--- src/rtl/deser_pkg.sv ---
// Shared types and helpers for the 1-to-8 deserializer and its output stage.
package deser_pkg;

    localparam int WORD_W = 8;
    localparam int SEL_W  = 3;

    typedef logic [WORD_W-1:0] word_t;
    typedef logic [SEL_W-1:0]  sel_t;

    // Slot index of the last bit in a word; accepting here completes the word.
    localparam sel_t SEL_LAST = sel_t'(WORD_W - 1);

    // Returns word with one bit position overwritten by bit_val.
    function automatic word_t insert_bit(input word_t word, input sel_t slot, input logic bit_val);
        word_t result;
        result       = word;
        result[slot] = bit_val;
        return result;
    endfunction

endpackage

--- src/rtl/deser_out_reg.sv ---
// Single-entry valid/ready holding register. Loads a new entry whenever it is
// empty or its current entry is being taken in the same cycle, so a producer
// can stream into it with no bubble. Shared with the matching serializer.
module deser_out_reg
    import deser_pkg::*;
#(
    parameter int WIDTH = WORD_W
)
(
    input  logic             clk,
    input  logic             rst,
    input  logic [WIDTH-1:0] in_data,
    input  logic             in_valid,
    output logic             in_ready,
    output logic [WIDTH-1:0] out_data,
    output logic             out_valid,
    input  logic             out_ready
);

    assign in_ready = !out_valid || out_ready;

    // Hold the entry until taken; a transfer with no replacement only drops valid.
    always_ff @(posedge clk) begin
        if (rst) begin
            out_data  <= '0;
            out_valid <= 1'b0;
        end else if (in_valid && in_ready) begin
            out_data  <= in_data;
            out_valid <= 1'b1;
        end else if (out_ready) begin
            out_valid <= 1'b0;
        end
    end

endmodule

--- src/rtl/one_to_eight_deser.sv ---
// 1-to-8 deserializer: each accepted serial bit is steered into slot sel of an
// assembly register; the completed word is handed to a valid/ready output stage.
// BUFFERED=1 keeps assembling while the output is held; BUFFERED=0 stalls input
// while a word is waiting at the output.
// Optional macro DESER_MSB_FIRST_EN: first bit of a word lands in dout[7]
// (physical slot 7-sel); otherwise the first bit lands in dout[0].
module one_to_eight_deser
    import deser_pkg::*;
#(
    parameter bit BUFFERED = 1'b1
)
(
    input  logic  clk,
    input  logic  rst,
    input  logic  restart,
    input  logic  din,
    input  logic  din_valid,
    output logic  din_ready,
    output sel_t  sel,
    output word_t dout,
    output logic  dout_valid,
    input  logic  dout_ready
);

    word_t asm_word;
    logic  word_pending;
    sel_t  slot;
    word_t word_with_bit;
    logic  accept;
    logic  word_done;
    logic  load_valid;
    logic  load_ready;
    word_t load_data;

    // Input acceptance depends only on registered state plus rst/restart, never on din_valid.
    always_comb begin
        if (BUFFERED) begin
            din_ready = !rst && !restart && !(word_pending && dout_valid);
        end else begin
            din_ready = !rst && !restart && !dout_valid;
        end
    end

    // Map the logical slot to a physical bit, build the updated word and pick what feeds the output stage.
    always_comb begin
`ifdef DESER_MSB_FIRST_EN
        slot = SEL_LAST - sel;
`else
        slot = sel;
`endif
        accept        = din_valid && din_ready;
        word_with_bit = insert_bit(asm_word, slot, din);
        word_done     = accept && (sel == SEL_LAST);
        if (word_pending) begin
            load_valid = !restart;
            load_data  = asm_word;
        end else begin
            load_valid = word_done;
            load_data  = word_with_bit;
        end
    end

    // Assembly state: slot counter, partial word and the parked complete word.
    always_ff @(posedge clk) begin
        if (rst || restart) begin
            sel          <= '0;
            asm_word     <= '0;
            word_pending <= 1'b0;
        end else begin
            if (word_pending && load_ready) begin
                word_pending <= 1'b0;
                asm_word     <= '0;
            end
            if (accept) begin
                sel <= sel + sel_t'(1);
                if (word_done) begin
                    if (load_ready) begin
                        asm_word <= '0;
                    end else begin
                        asm_word     <= word_with_bit;
                        word_pending <= 1'b1;
                    end
                end else begin
                    asm_word <= word_with_bit;
                end
            end
        end
    end

    deser_out_reg #(.WIDTH(WORD_W)) u_out_reg (
        .clk       (clk),
        .rst       (rst),
        .in_data   (load_data),
        .in_valid  (load_valid),
        .in_ready  (load_ready),
        .out_data  (dout),
        .out_valid (dout_valid),
        .out_ready (dout_ready)
    );

endmodule

--- config.mk ---
export PLATFORM = sky130hd
export DESIGN_NAME = one_to_eight_deser
export DESIGN_NICKNAME = d
export VERILOG_FILES = /design/src/rtl/deser_pkg.sv /design/src/rtl/deser_out_reg.sv /design/src/rtl/one_to_eight_deser.sv
export SDC_FILE = /design/constraint.sdc
export NUM_CORES = 1
export LEC_CHECK = 0
export ABC_AREA = 1
export ABC_CLOCK_PERIOD_IN_PS = 3600
export CAP_MARGIN = 40
export CORE_UTILIZATION = 40
export DETAILED_ROUTE_END_ITERATION = 12
export PLACE_DENSITY = 0.73
export SYNTH_ARGS = -nofsm -noshare
export SYNTH_HDL_FRONTEND = slang
export SYNTH_HIERARCHICAL = 1
export SYNTH_SLANG_ARGS = --single-unit
--- constraint.sdc ---
create_clock -name clk -period 3.6 [get_ports clk]
set_input_delay 0.36 -clock clk [delete_from_list [all_inputs] [get_ports clk]]
set_output_delay 0.36 -clock clk [all_outputs]
set_load 0.01 [all_outputs]
==> results.json, run 1 <==
{
  "status": "complete, no violations",
  "route.antenna.remaining_nets": 0,
  "htree_num_levels": 1,
  "tritoncts.num_buffers": 3,
  "finalWeightedCongestion": 0.8064,
  "drv_slew": 0,
  "maximum_frequency_from_static_timing_analysis_ghz": 0.4745,
  "tritoncts": "yes",
  "synthesis.nets": 198,
  "post-route-drc-count": 0,
  "path_clk_slew_ps": 130,
  "numClockSinks": 21,
  "detail_route.vias_per_cell": 4.880,
  "worst_slew_pin_slew_ps": 472.9,
  "fp.coreArea_um2": 3078,
  "die-width_um": 59.15,
  "clock_latency_late_sink_ps": 310,
  "largest_net_degree_at_the_start_of_global_routing": 21,
  "path_cells": "clkdlybuf4s50_1 -> nor2_4 -> nand2_1 -> inv_1 -> clkdlybuf4s50_1",
  "dp.final_hpwl_um": 1891,
  "wl_per_cell_um": 10.64,
  "number_of_antenna_violations_at_the_first_check_in_global_routing": 0,
  "crit_path_frequent_cell": "clkdlybuf4s50_1",
  "grtUsageTotal_pct": 16.49,
  "ys_types": 25,
  "post_cts.resized_instances": 0,
  "area.growth.synth_to_final_pct": 13.98,
  "worstSetupStartpointType": "input pin",
  "crit_path_top_delay_cell": "clkdlybuf4s50_1",
  "via_count_of_the_first_global_routing_pass": 1018,
  "p_total_w": 0.0003891,
  "power_leakage_nw": 0.5620,
  "setup_total_negative_slack_ps": 0,
  "synthCells": 190,
  "num_rows": 20,
  "wire_length_of_the_first_global_routing_pass_um": 4271,
  "hold_viol": 0,
  "ys_seq_elements": 21,
  "yosys_warning_total": 6,
  "nNetsFinal": 214,
  "critPathRequiredTime_ps": 3240,
  "fill_cells": 322,
  "timing_worst_setup_path_type": "input pin to output port",
  "cts.root.buffer_cell": "clkbuf_4",
  "min_period_ps": 2107,
  "cap_viol_max_count": 0,
  "i_o_pin_count": 19,
  "vias": 1215,
  "pwr_per_cell_area_nw_per_um2": 261.3,
  "crit_arrival_ps": 1750,
  "synth_area_per_cell_um2": 6.875,
  "ant_cells": 0,
  "rsz_0062_raised_after_global_routing": "no",
  "drt_pre_antenna_iters": 4,
  "globalRouteOverflowTotal": 0,
  "holdBufCountCts": 0,
  "netlist_area_um2": 1306,
  "max-clock-path-buffers": 2,
  "timing.clock.skew_ps": 5.875,
  "dieHeight_um": 59.15,
  "critical_path.endpoint_type": "output port",
  "synth_seq_area_share_pct": 32.18,
  "slew_headroom_pct": 68.43,
  "finalWirelength_um": 2649,
  "worstPathMaxFanout": 7,
  "first_iter_violations": 70,
  "max_stage_delay_ps": 530,
  "hold_path_class": "flop to flop",
  "dieArea_um2": 3498,
  "final-setup-viol-count": 0,
  "floorplan.initialDensity_pct": 42.44,
  "post_cts_buffers": 0,
  "peakVddDrop_v": 0.00009405,
  "number_of_port_buffers": 18,
  "ff2ff_setup_slack_ps": 1590,
  "fraction_of_final_layout_cells_sized_beyond_drive_strength_1_pct": 12.68,
  "timing.final.crit_share_pct": 58.54
}
-- per-stage QoR --
step | setup slack [ps] | std cells | hold WS (ps) | utilization [%] | cell area [um^2]
CTS | 1475 | 249 | 491.8 | 48.37 | 1489
global route | 1404 | 249 | 516.6 | 48.37 | 1489
floorplan | 2030 | 190 | 422.4 | - | 1306
finish | 1493 | 249 | 492.9 | 48.37 | 1489
detailed placement | 1485 | 245 | 472.8 | 47.48 | 1461
global placement | 1500 | 245 | 472.6 | 47.48 | 1461
-- flip-flops by register name (all words and copies together), names as in the netlist --
name,flops
asm_word,8
word_pending,1
sel,3
u_out_reg/out_data,8
u_out_reg/out_valid,1
-- cell usage in the layout, fill, tap and decap left out, drive strengths merged --
cell type      Yosys  final
a31oi              2      2
buf                8      1
nor2              27     27
inv               25     25
nand2             42     42
clkbuf             0      3
a21oi             21     21
clkdlybuf4s50      0     18
nand4              5      5
o21ai             10     10
clkinv             2      3
dfxtp             21     21
ha                 2      2
nand3             23     23
o21bai             1      1
nor3               1      1
-- final timing paths --
check	start	to	depth (start not counted)
worst min-delay path	asm_word[3]	asm_word[3]	2
worst max-delay path	rst	din_ready	5
worst max register to register	sel[1]	u_out_reg/out_data[6]	10
worst min register to register	asm_word[3]	asm_word[3]	2
-- Yosys cell counts, drive strengths merged --
master | number | area share, %
inv | 25 | 7.2
a31oi | 2 | 0.96
nor3 | 1 | 0.38
dfxtp | 21 | 32
nand4 | 5 | 2.4
nor2 | 27 | 8.9
ha | 2 | 1.9
clkinv | 2 | 0.96
o21ai | 10 | 4.1
nand2 | 42 | 13
o21bai | 1 | 0.57
buf | 8 | 6.7
a21oi | 21 | 11
nand3 | 23 | 10
-- cell type report --
type | count | area (um^2) | area share, %
inverters | 27 | 106.4 | 7.143
flip-flops and latches | 21 | 420.4 | 28.24
clock buffers | 3 | 22.52 | 1.513
multi-input cells | 134 | 691.9 | 46.47
well taps | 44 | 55.05 | 3.697
repair buffers | 19 | 187.7 | 12.61
clock inverters | 1 | 5.005 | 0.3361
-- power by group --
| part | switching [W] | internal (W) | leakage (nW) |
|---|---|---|---|
| sequential | 0.00000299 | 0.000233 | 0.169 |
| clock | 0.0000768 | 0.0000415 | 0.0177 |
| combinational | 0.0000204 | 0.0000140 | 0.375 |
-- per-layer routing --
layer	global-route usage, %	wire, um	vias up
met5	0	0	-
met1	20.24	1269	538
li1	-	-	642
met2	27.44	1207	31
met4	9.184	40	0
met3	2.620	131	4
-- worst max-delay path, delay by kind of cell --
family	cells	cell delay, ps
buffers and inverters	3	1100
and+or+nand+nor	2	290
-- cell families after synthesis --
| kind of cell | after synthesis | share of synthesized area, % |
|---|---|---|
| adder cells (fa/ha/maj) | 2 | 1.915 |
| buffers and inverters | 35 | 14.85 |
| flip-flops | 21 | 32.18 |
| AO/OA/AOI/OAI | 34 | 16.57 |
| AND/OR/NAND/NOR | 98 | 34.48 |
Power figures use the tool's default switching activity.
==> run 2: changes to the inputs <==
--- a/config.mk
+++ b/config.mk
@@ -6,11 +6,11 @@
 export NUM_CORES = 1
 export LEC_CHECK = 0
 export ABC_AREA = 1
-export ABC_CLOCK_PERIOD_IN_PS = 3600
+export ABC_CLOCK_PERIOD_IN_PS = 1700
 export CAP_MARGIN = 40
 export CORE_UTILIZATION = 40
 export DETAILED_ROUTE_END_ITERATION = 12
-export PLACE_DENSITY = 0.73
+export PLACE_DENSITY = 0.75
 export SYNTH_ARGS = -nofsm -noshare
 export SYNTH_HDL_FRONTEND = slang
 export SYNTH_HIERARCHICAL = 1
==> constraint.sdc (replaced) <==
create_clock -name clk -period 1.7 [get_ports clk]
set_input_delay 0.17 -clock clk [delete_from_list [all_inputs] [get_ports clk]]
set_output_delay 0.17 -clock clk [all_outputs]
set_load 0.01 [all_outputs]
==> results.json, run 2 (synthesized netlist as in run 1, its figures left out) <==
{
  "fill_cells": 319,
  "worst_slew_pin_slew_ps": 288.3,
  "most-common-layout-cells": "nand2_1, nor2_1, nand3_1",
  "fraction_of_final_layout_cells_sized_beyond_drive_strength_1_pct": 22.27,
  "finalWeightedCongestion": 0.9133,
  "maximum_frequency_from_static_timing_analysis_ghz": 0.6030,
  "crit_arrival_ps": 1490,
  "dieArea_um2": 3498,
  "holdBufCountCts": 0,
  "reg.largest.list": "asm_word (8), u_out_reg/out_data (8), sel (3)",
  "number_of_antenna_violations_at_the_first_check_in_global_routing": 0,
  "i_o_pin_count": 19,
  "hold_viol": 0,
  "floorplan.initialDensity_pct": 42.44,
  "status": "complete, no violations",
  "crit_path_top_delay_cell": "clkdlybuf4s50_1",
  "first_iter_violations": 25,
  "timing.clock.skew_ps": 6.383,
  "pwr_per_cell_area_nw_per_um2": 501.4,
  "wire_length_of_the_first_global_routing_pass_um": 4636,
  "m1WireLength_um": 1387,
  "worstPathMaxFanout": 11,
  "wl_per_cell_um": 10.70,
  "vias": 1247,
  "timing.final.crit_share_pct": 97.56,
  "nNetsFinal": 229,
  "drv_slew": 0,
  "rsz_0062_raised_after_global_routing": "yes",
  "path_clk_slew_ps": 130,
  "power_leakage_nw": 0.6484,
  "detail_route.vias_per_cell": 4.723,
  "finalWirelength_um": 2824,
  "slew_headroom_pct": 80.66,
  "area.growth.synth_to_final_pct": 28.64,
  "place_worst_setup_slack_ps": -16.44,
  "critical_path.endpoint_type": "output port",
  "number_of_port_buffers": 18,
  "peakVddDrop_v": 0.0002530,
  "hold_path_class": "flop to flop",
  "tritoncts.num_buffers": 3,
  "dr.max_layer_used": "met4",
  "final-setup-viol-count": 0,
  "wl_met2_um": 1303,
  "ant_cells": 0,
  "wl_met3_um": 77,
  "cap_viol_max_count": 0,
  "via_count_of_the_first_global_routing_pass": 1136,
  "worst_path_dominant_cell_family": "buffers and inverters",
  "timing.critical_path.buf_inv": 3,
  "min_period_ps": 1658,
  "drt_pre_antenna_iters": 4,
  "tritoncts": "yes",
  "path_cells": "buf_4 -> buf_4 -> clkdlybuf4s50_1",
  "leading_cell_type_in_the_layout_fill_and_taps_excluded": "nand2_1",
  "die-width_um": 59.15,
  "dieHeight_um": 59.15,
  "max_stage_delay_ps": 550,
  "clock_latency_late_sink_ps": 320,
  "grtUsageTotal_pct": 17.52,
  "largest_net_degree_at_the_start_of_global_routing": 19,
  "cts.root.buffer_cell": "clkbuf_4",
  "max-clock-path-buffers": 2,
  "critPathRequiredTime_ps": 1530,
  "post-route-drc-count": 0,
  "htree_num_levels": 1,
  "dp.final_hpwl_um": 1957,
  "num_rows": 20,
  "crit_path_frequent_cell": "buf_4",
  "fin_util_pct": 54.59,
  "globalRouteOverflowTotal": 0,
  "fp.coreArea_um2": 3078,
  "timing_worst_setup_path_type": "flop to output port",
  "numClockSinks": 21,
  "worstSetupStartpointType": "flop",
  "post-route-worst-setup-slack_ps": 41.50,
  "route.antenna.remaining_nets": 0
}
run 2: changes by cell type in the layout (fill, tap and decap cells not counted):
cell and change:
buf_4 +12, inv_1 -1, ha_2 +1, a21oi_4 +1, ha_4 +1, buf_12 +1, a21oi_1 -1, inv_2 +1
clkbuf_16 +2, dfxtp_1 -4, dfxtp_2 +4, ha_1 -2
run 2: per-layer routing:
metal  GRT usage, %  vias up
met3          2.620        5
met5              0        -
met2          29.38       22
li1               -      671
met1          22.04      549
met4          8.163        0
run 2: per-stage QoR:
step | hold slack (ps) | total power (W) | TNS, ps | std cells | area [um^2]
2_1_floorplan | 232.4 | 0.0005558 | 0 | 190 | 1306
3_3_place_gp | 468.8 | 0.0005962 | 0 | 256 | 1560
3_5_place_dp | 472.6 | 0.0005962 | -67.71 | 256 | 1560
4_1_cts | 491.5 | 0.0008427 | 0 | 260 | 1588
5_1_grt | 518.0 | 0.0008911 | -55.95 | 264 | 1680
6_report | 493.6 | 0.0008425 | 0 | 264 | 1680
run 2: power by group:
part / internal, W / switching, W
Sequential: 0.000494 / 0.00000155
Combinational: 0.0000402 / 0.0000508
Clock: 0.0000881 / 0.000168
Total: 0.000623 / 0.000220
run 2: worst paths after layout:
check / start / endpoint / slack (ps) / depth (start not counted)
worst max-delay path: sel[0] / sel[0] / 40 / 3
worst min-delay path: asm_word[0] / asm_word[0] / 490 / 2
worst min register to register: asm_word[0] / asm_word[0] / 490 / 2
worst max register to register: sel[0] / u_out_reg/out_data[1] / 80 / 10
run 2: cell type report:
type	instances	area, um^2	area share, %
timing repair buffer	34	347.8	20.70
tap	44	55.05	3.276
clock buffer	3	22.52	1.340
inverter	27	106.4	6.329
multi-input combinational	134	718.2	42.74
clock inverter	1	5.005	0.2978
sequential	21	425.4	25.32
run 2: repair_timing:
action                                  CTS  global route
setup buffers                             0             2
endpoints found under the setup margin    0             9
gates resized for setup                   0             9
run 2: worst min-delay path: stages, from the launching register on:
cell     delay, ps
dfxtp_1        340
nand2_1         60
a21oi_1         60
==> run 3: changes to the inputs <==
--- a/config.mk
+++ b/config.mk
@@ -10,7 +10,9 @@
 export CAP_MARGIN = 40
 export CORE_UTILIZATION = 40
 export DETAILED_ROUTE_END_ITERATION = 12
+export GPL_TIMING_DRIVEN = 0
 export PLACE_DENSITY = 0.75
+export RECOVER_POWER = 100
 export SYNTH_ARGS = -nofsm -noshare
 export SYNTH_HDL_FRONTEND = slang
 export SYNTH_HIERARCHICAL = 1
==> results.json, run 3 (synthesized netlist as in run 1, its figures left out) <==
{
  "status": "complete, no violations",
  "pwr_per_cell_area_nw_per_um2": 513.8,
  "timing.clock.skew_ps": 4.258,
  "timing_worst_setup_path_type": "flop to output port",
  "post-route-drc-count": 0,
  "crit_path_frequent_cell": "nand2_1",
  "worst_path_dominant_cell_family": "buffers and inverters",
  "rsz_0062_raised_after_global_routing": "no",
  "hold_viol": 0,
  "worstReg2RegEnd": "u_out_reg/out_data[2]",
  "route.antenna.remaining_nets": 0,
  "drv_slew": 0,
  "first_iter_violations": 50,
  "wl_met2_um": 1295,
  "finalWeightedCongestion": 0.8506,
  "worstSetupStartpointType": "flop",
  "dr.max_layer_used": "met4",
  "drt_pre_antenna_iters": 4,
  "cap_viol_max_count": 0,
  "timing.critical_path.buf_inv": 2,
  "peakVddDrop_v": 0.0002112,
  "tritoncts.num_buffers": 3,
  "comb_power_share_pct": 10.0,
  "htree_num_levels": 1,
  "slew_headroom_pct": 80.86,
  "timing.hold.worst_path_depth": 2,
  "dp.final_hpwl_um": 2006,
  "worstPathMaxFanout": 3,
  "final-setup-viol-count": 0,
  "fp.coreArea_um2": 3078,
  "max_stage_delay_ps": 520,
  "crit_start": "u_out_reg/out_valid",
  "startpoint_of_the_worst_slack_reg_to_reg_timing_path": "sel[0]",
  "vias": 1292,
  "crit_path_top_delay_cell": "clkdlybuf4s50_1",
  "num_rows": 20,
  "max-clock-path-buffers": 2,
  "worst_slew_pin_slew_ps": 286.6,
  "share_seq_of_total_power_pct": 58.6,
  "path_clk_slew_ps": 130,
  "wire_length_of_the_first_global_routing_pass_um": 4623,
  "area.growth.synth_to_final_pct": 26.34,
  "numClockSinks": 21,
  "fraction_of_final_layout_cells_sized_beyond_drive_strength_1_pct": 20.28,
  "floorplan.initialDensity_pct": 42.44,
  "fill_cells": 315,
  "dieHeight_um": 59.15,
  "timing.hold.worst_endpoint": "u_out_reg/out_valid",
  "wl_per_cell_um": 10.82,
  "reg2regPathDepth": 11,
  "leading_cell_type_in_the_layout_fill_and_taps_excluded": "nand2_1",
  "power_leakage_nw": 0.6787,
  "min_period_ps": 1628,
  "cts.root.buffer_cell": "clkbuf_4",
  "critical_path.endpoint_type": "output port",
  "m1WireLength_um": 1388,
  "finalWirelength_um": 2823,
  "largest_net_degree_at_the_start_of_global_routing": 13,
  "hold_path_startpoint": "rst",
  "nNetsFinal": 226,
  "reg.largest.list": "asm_word (8), u_out_reg/out_data (8), sel (3)",
  "number_of_port_buffers": 18,
  "power_frac_clock_pct": 31.4,
  "via_count_of_the_first_global_routing_pass": 1079,
  "setup_total_negative_slack_ps": 0,
  "dieArea_um2": 3498,
  "wl_met3_um": 86,
  "crit_arrival_ps": 1460,
  "detail_route.vias_per_cell": 4.950,
  "critPathRequiredTime_ps": 1530,
  "path_cells": "nand2_1 -> nand2_1 -> inv_1 -> clkdlybuf4s50_1",
  "number_of_antenna_violations_at_the_first_check_in_global_routing": 0,
  "maximum_frequency_from_static_timing_analysis_ghz": 0.6144,
  "power_switching_share_pct": 27.19,
  "switchingPower_w": 0.0002306,
  "ant_cells": 0,
  "die-width_um": 59.15,
  "hold_path_class": "input pin to flop",
  "fin_util_pct": 53.62,
  "most-common-layout-cells": "nand2_1, nor2_1, inv_1, nand3_1, dfxtp_1",
  "cellInternalPower_w": 0.0006174,
  "grtUsageTotal_pct": 17.86,
  "timing.final.crit_share_pct": 95.75,
  "i_o_pin_count": 19,
  "globalRouteOverflowTotal": 0,
  "ff2ff_setup_slack_ps": 130,
  "clock_latency_late_sink_ps": 320,
  "holdBufCountCts": 0,
  "tritoncts": "yes"
}
run 3: changes by cell type in the layout (fill, tap and decap cells not counted), moves of 3 or more:
cell | before | now
buf_2 | 0 | 3
buf_4 | 13 | 4
clkdlybuf4s50_1 | 18 | 7
dlygate4sd3_1 | 0 | 10
run 3: power groups by stage:
stage          registers, W  clock network (W)   logic, W
2_1_floorplan      0.000507                  0  0.0000485
3_3_place_gp       0.000507                  0  0.0000812
3_5_place_dp       0.000507                  0  0.0000823
4_1_cts            0.000496           0.000266  0.0000864
5_1_grt            0.000497           0.000297  0.0000949
6_report           0.000497           0.000266  0.0000851
run 3: worst max path at each step:
stage / end / slack [ps] / cells past startpoint
finish: din_ready / 70 / 4
global route: u_out_reg/out_data[2] / 0.3 / 11
CTS: din_ready / 20 / 5
detailed placement: u_out_reg/out_data[2] / -270 / 11
global placement: u_out_reg/out_data[2] / -250 / 11
floorplan: u_out_reg/out_data[2] / 130 / 11
run 3: per-layer routing:
layer | up-vias | GRT usage [%]
met5 | - | 0
met4 | 0 | 8.503
met3 | 5 | 3.275
met2 | 26 | 29.06
met1 | 590 | 22.78
li1 | 671 | -
run 3: repair_timing:
| item | CTS | global route |
|---|---|---|
| endpoints found under the setup margin | 1 | 10 |
| endpoints found under the hold margin | 0 | 0 |
| gates cloned | 0 | 2 |
| setup buffers | 2 | 1 |
| gates resized for setup | 0 | 9 |
| pin swaps | 1 | 2 |
run 3: stage by stage:
step / cell area [um^2] / hold slack (ps) / power [W] / setup slack, ps / std cells
floorplan: 1306 / 232.4 / 0.0005558 / 130.2 / 190
global placement: 1541 / 470.8 / 0.0005878 / -246.2 / 252
detailed placement: 1541 / 474.5 / 0.0005890 / -271.7 / 252
CTS: 1584 / 494.4 / 0.0008487 / 23.97 / 258
global route: 1650 / 162.1 / 0.0008892 / 0.3317 / 261
finish: 1650 / 157.9 / 0.0008479 / 72.31 / 261
run 3: area by class of cell:
type | count | area (um^2) | area share, %
Clock buffer | 3 | 22.52 | 1.365
Inverter | 27 | 106.4 | 6.444
Tap cell | 44 | 55.05 | 3.336
Timing Repair Buffer | 23 | 235.2 | 14.25
Multi-Input combinational cell | 134 | 720.7 | 43.67
Clock inverter | 1 | 5.005 | 0.3033
Sequential cell | 21 | 424.2 | 25.70
Buffer | 8 | 81.33 | 4.928
run 3: worst register-to-register path: cells and delay by family, from the launching register on:
family | cells | cell delay [ps]
flops | 1 | 390
simple gates | 5 | 360
buf+inv | 3 | 320
fa+ha+maj | 2 | 260
compound gates | 1 | 150
